File: src/rtl/lvds_out_pattern.sv
// lvds_out_pattern: framed serial pattern source for the four LVDS test lines.
// Optional PRBS-7 underrun fill when LVDS_OUT_PRBS_EN is defined.
module lvds_out_pattern #(
  parameter int DIV = 100,
  parameter int FRAME_BITS = 8,
  parameter logic [FRAME_BITS-1:0] IDLE_WORD = 'hA5
) (
  input  logic                  clk_100Mz,
  input  logic                  rst,
  input  logic                  start,
  input  logic                  stop,
  input  logic [3:0]            chan_en,
  input  logic [FRAME_BITS-1:0] data_in,
  input  logic                  data_valid,
  output logic                  data_ready,
  output logic                  clk_out_out,
  output logic                  izp_uva_out,
  output logic                  im_uva_out,
  output logic                  do_1_out,
  output logic [2:0]            cnt_check_channel,
  output logic                  busy,
  output logic [7:0]            underrun_cnt
);

  localparam int CW = $clog2(DIV);
  localparam int BW = (FRAME_BITS > 1) ? $clog2(FRAME_BITS) : 1;
  localparam logic [CW-1:0] DIV_M1 = CW'(DIV - 1);
  localparam logic [CW-1:0] HALF = CW'(DIV / 2);
  localparam logic [BW-1:0] LAST_BIT = BW'(FRAME_BITS - 1);

  typedef enum logic [1:0] {
    S_IDLE,
    S_RUN,
    S_DRAIN
  } state_t;

  state_t state, state_n;

  logic [CW-1:0] cnt_div, cnt_n;
  logic [BW-1:0] bit_idx, bit_n;
  logic [FRAME_BITS-1:0] shreg, shreg_n;
  logic [FRAME_BITS-1:0] fill_word;
  logic bit_tick, frame_end, load, active_n;

  assign bit_tick = (cnt_div == DIV_M1);
  assign frame_end = bit_tick & (bit_idx == LAST_BIT);
  assign load = ((state == S_IDLE) & start & ~stop)
              | ((state == S_RUN) & frame_end);
  assign data_ready = load & ~rst;
  assign busy = (state != S_IDLE);
  assign active_n = (state_n != S_IDLE);

`ifdef LVDS_OUT_PRBS_EN
  logic [6:0] lfsr, lfsr_n;
  logic fb;

  // Next FRAME_BITS PRBS-7 bits, first generated bit becomes the MSB.
  always_comb begin
    lfsr_n = lfsr;
    fill_word = '0;
    fb = 1'b0;
    for (int i = 0; i < FRAME_BITS; i++) begin
      fb = lfsr_n[6] ^ lfsr_n[5];
      fill_word = {fill_word[FRAME_BITS-2:0], fb};
      lfsr_n = {lfsr_n[5:0], fb};
    end
  end

  // LFSR steps only when a fill frame is actually loaded.
  always_ff @(posedge clk_100Mz or posedge rst) begin
    if (rst) begin
      lfsr <= 7'h7F;
    end else if (load && !data_valid) begin
      lfsr <= lfsr_n;
    end
  end
`else
  assign fill_word = IDLE_WORD;
`endif

  // Next-state selection for the transmit sequencer.
  always_comb begin
    state_n = state;
    unique case (state)
      S_IDLE:  if (start && !stop) state_n = S_RUN;
      S_RUN:   if (stop) state_n = S_DRAIN;
      S_DRAIN: if (frame_end) state_n = S_IDLE;
      default: state_n = S_IDLE;
    endcase
  end

  // Next bit-timing counters and shift register contents.
  always_comb begin
    cnt_n = '0;
    bit_n = '0;
    shreg_n = shreg;
    if (load) begin
      shreg_n = data_valid ? data_in : fill_word;
    end else if (active_n) begin
      cnt_n = bit_tick ? '0 : cnt_div + CW'(1);
      if (!bit_tick) begin
        bit_n = bit_idx;
      end else if (bit_idx != LAST_BIT) begin
        bit_n = bit_idx + BW'(1);
      end
      if (bit_tick) shreg_n = shreg << 1;
    end
  end

  // State, counters and shift register.
  always_ff @(posedge clk_100Mz or posedge rst) begin
    if (rst) begin
      state <= S_IDLE;
      cnt_div <= '0;
      bit_idx <= '0;
      shreg <= '0;
    end else begin
      state <= state_n;
      cnt_div <= cnt_n;
      bit_idx <= bit_n;
      shreg <= shreg_n;
    end
  end

  // Registered, masked line outputs derived from next-cycle timing.
  always_ff @(posedge clk_100Mz or posedge rst) begin
    if (rst) begin
      clk_out_out <= 1'b0;
      izp_uva_out <= 1'b0;
      im_uva_out <= 1'b0;
      do_1_out <= 1'b0;
    end else begin
      clk_out_out <= active_n & chan_en[0] & (cnt_n >= HALF);
      izp_uva_out <= active_n & chan_en[1] & (bit_n == '0);
      im_uva_out <= active_n & chan_en[2] & (bit_n == LAST_BIT);
      do_1_out <= active_n & chan_en[3] & shreg_n[FRAME_BITS-1];
    end
  end

  // Completed-frame counter and saturating fill-frame counter.
  always_ff @(posedge clk_100Mz or posedge rst) begin
    if (rst) begin
      cnt_check_channel <= '0;
      underrun_cnt <= '0;
    end else begin
      if (frame_end && state != S_IDLE) begin
        cnt_check_channel <= cnt_check_channel + 3'd1;
      end
      if (load && !data_valid && underrun_cnt != 8'hFF) begin
        underrun_cnt <= underrun_cnt + 8'd1;
      end
    end
  end

endmodule
File: config.mk
export PLATFORM = sky130hd
export DESIGN_NAME = lvds_out_pattern
export DESIGN_NICKNAME = d
export VERILOG_FILES = /design/src/rtl/lvds_out_pattern.sv
export SDC_FILE = /design/constraint.sdc
export NUM_CORES = 1
export LEC_CHECK = 0
export BUFFER_PORTS_ARGS = -buffer_cell sky130_fd_sc_hd__buf_2
export CORE_UTILIZATION = 39
export CTS_CLUSTER_SIZE = 14
export DETAILED_ROUTE_END_ITERATION = 16
export SYNTH_ARGS = -nofsm -noshare
export SYNTH_HDL_FRONTEND = slang
export SYNTH_SLANG_ARGS = --single-unit
export TNS_END_PERCENT = 10
File: constraint.sdc
create_clock -name clk_100Mz -period 4.96 [get_ports clk_100Mz]
set_input_delay 0.496 -clock clk_100Mz [delete_from_list [all_inputs] [get_ports clk_100Mz]]
set_output_delay 0.496 -clock clk_100Mz [all_outputs]
set_load 0.05 [all_outputs]
==> impl_metrics.yaml <==
outcome:
  status: "complete, no violations"
yosys:
  syn_nets: 191
  ys.flop_type: "dfrtp_1"
  yosysUniqueCellTypes: 42
  synth_seq_cells: 35
  synth_top_area_share_pct: 49.5
  yosysTopAreaCell: "dfrtp_1"
  synth_warnings: 0
  synth-seq-area-share_pct: 49.5
  synth_edf_count: 0
  synth_area_mm2: 0.00177
  synth_area_leaders: "dfrtp_1 50%, ha_1 3.5%, xor2_1 3.5%"
  syn_inst: 169
  async_reset_ff_share_pct: 100
  avgSynthCellArea_um2: 10.5
sta:
  fmax_mhz: 372
  fin_crit_ns: 2.69
  rsz0062_at_grt: "no"
  tightest_slew_ns: 0.656
  hold_viol: 0
  timing.setup.tns_ns: 0
  setup_viol: 0
  period_share_pct: 54.1
  max-slew-margin-rel_pct: 56.2
  clock_skew_ns: 0.00794
  finalWorstSetupSlack_ns: 2.27
  drv_slew: 0
layout:
  drive_above_1_share_pct: 26.4
  post_layout_nonfiller_instances: 260
  nets: 229
  final-seq-area_um2: 876
  antenna_cells: 0
  multiInputGateArea_um2: 857
  fillers: 415
  area_growth_pct: 19.4
critical_path:
  cp-start-kind: "flop"
  cp-end-kind: "output pin"
  arrival_ns: 2.19
  worstPathRequired_ns: 4.46
  ff2ff_setup_slack_ns: 2.59
  rr_endpoint: "izp_uva_out$_DFF_PP0_"
  ff2ff_path_depth: 5
  crit_type: "reg2out"
  cp_max_fo: 9
  rr_startpoint: "cnt_div[3]$_DFF_PP0_"
detailed_routing:
  remaining_drc_errors: 0
  routedWlPerCell_um: 14.0
  vias: 1379
  drt_iter0_markers: 62
  drt-pass1-iter-count: 4
  via_per_inst: 5.30
  ant_nets: 0
  wirelength_mm: 3.63
grt:
  track_usage_pct: 16.7
  overflow: 0
  antenna_found_initial: 0
  grt_max_degree: 19
  first_global_vias: 1349
  grt_pass1_wl_mm: 6.32
placement:
  port_buffers: 33
  place_ws_ns: 2.57
  place.gp.congestion: 0.846
  dp_hpwl_mm: 2.78
  dp.cells: 252
floorplanning:
  num_io_pins: 34
  rows: 24
  die_h_um: 69.3
  coreArea_mm2: 0.00435
  die-area_mm2: 0.00481
  floorplan.initialDensity_pct: 40.6
  fp.dieW_um: 69.3
clock_tree:
  root_buffer: "clkbuf_8"
  cts_tree: "built"
  cts_buffers: 5
  cts.clk_slew.worst_paths_ns: 0.07
  clockBufferDepth: 2
  cts_resized: 0
  htreeDepth: 2
  cts_sinks: 35
  clock_latency_ns: 0.29
  cts_setup_buffers: 0
  ctsHoldBuffers: 0
pwr:
  cellPowerDensity_mw_per_mm2: 460
  peakVddDrop_mv: 0.310
  leakage_nw: 1.03
worst_hold_path:
  worstHoldPathType: "in2async"
run:
  maxCapViolations: 0
-- area by class of cell --
cell class,count,area share [%]
Clock inverter,2,1.66
Clock buffer,6,3.91
Sequential cell,35,41.5
Timing Repair Buffer,34,8.18
Tap cell,52,3.08
Inverter,6,1.07
Multi-Input combinational cell,125,40.6
-- stage by stage --
| stage | hold WS, ns | cell area, um^2 | util, % | total power, W |
|---|---|---|---|---|
| after floorplan | 0.449 | 1770 | - | 0.000634 |
| after global placement | 0.456 | 1990 | 45.8 | 0.000707 |
| after detailed placement | 0.469 | 1990 | 45.8 | 0.000714 |
| after CTS | 0.314 | 2110 | 48.5 | 0.000984 |
| after global routing | 0.356 | 2110 | 48.5 | 0.00103 |
| final | 0.296 | 2110 | 48.5 | 0.000970 |
-- cells by family after synthesis --
kind of cell               synth area share, %
and+or+nand+nor                           24.2
adders and majority gates                 3.54
buffers and inverters                     1.98
DFF                                       49.5
AOI/OAI and AO/OA                         11.2
muxes                                     3.11
xor gates and xnor gates                  6.44
-- per-layer routing --
| metal | global-route usage, % | up-vias | part of all wire (%) |
|---|---|---|---|
| met3 | 4.65 | 8 | 4.3 |
| li1 | - | 682 | - |
| met4 | 7.71 | 0 | 1.9 |
| met1 | 20.3 | 657 | 45 |
| met2 | 27.4 | 32 | 49 |
| met5 | 0 | - | 0 |
-- registers in the layout, summed over array words and instances (netlist names) --
signal / cells
shreg: 8
underrun_cnt: 8
cnt_div: 7
bit_idx: 3
cnt_check_channel: 3
state: 2
clk_out_out: 1
do_1_out: 1
im_uva_out: 1
izp_uva_out: 1
-- cell usage in the layout, fill, tap and decap left out, drive strengths merged, types with 3 or more instances in the layout --
| cell | count |
|---|---|
| xnor2 | 6 |
| mux2 | 4 |
| inv | 6 |
| a21oi | 8 |
| nor2 | 14 |
| buf | 34 |
| nor4 | 3 |
| o21ai | 5 |
| a221o | 5 |
| and2 | 3 |
| dfrtp | 35 |
| or2 | 3 |
| ha | 5 |
| nor3 | 8 |
| nor2b | 4 |
| xor2 | 7 |
| nand3 | 8 |
| clkbuf | 6 |
| and3 | 6 |
| nand2 | 14 |
-- cell usage after synthesis (3+ instances only) --
| master | count |
|---|---|
| a221o_1 | 5 |
| nand3_1 | 8 |
| and3_1 | 6 |
| o21ai_0 | 5 |
| a21oi_1 | 8 |
| nor2_1 | 14 |
| nor2b_1 | 4 |
| nor4_1 | 3 |
| inv_1 | 6 |
| nand2_1 | 13 |
| xor2_1 | 7 |
| dfrtp_1 | 35 |
| ha_1 | 5 |
| xnor2_1 | 6 |
| nor3_1 | 7 |
| mux2_2 | 4 |
-- worst max-delay path by stage --
stage / start / cells past startpoint / slack (ns) / end
floorplan: cnt_div[3]$_DFF_PP0_ / 4 / 2.37 / data_ready
global placement: cnt_div[3]$_DFF_PP0_ / 5 / 2.61 / data_ready
detailed placement: cnt_div[3]$_DFF_PP0_ / 5 / 2.57 / data_ready
CTS: cnt_div[3]$_DFF_PP0_ / 5 / 2.24 / data_ready
global route: cnt_div[3]$_DFF_PP0_ / 5 / 2.16 / data_ready
finish: cnt_div[3]$_DFF_PP0_ / 5 / 2.27 / data_ready
-- report_power, final --
group / internal, W / total, W / leakage, nW / switching [W]
clock: 0.000163 / 0.000264 / 0.0612 / 0.000102
combinational: 0.000108 / 0.000308 / 0.507 / 0.000200
sequential: 0.000345 / 0.000398 / 0.461 / 0.0000526
-- worst max-delay path: stages (launching register included) --
cell and delay (ns):
dfrtp_1 0.45, or4b_4 0.58, o32ai_4 0.37, nand2_4 0.14
nor2_1 0.10, buf_2 0.26
No activity file was read; power rests on OpenSTA's default activity.
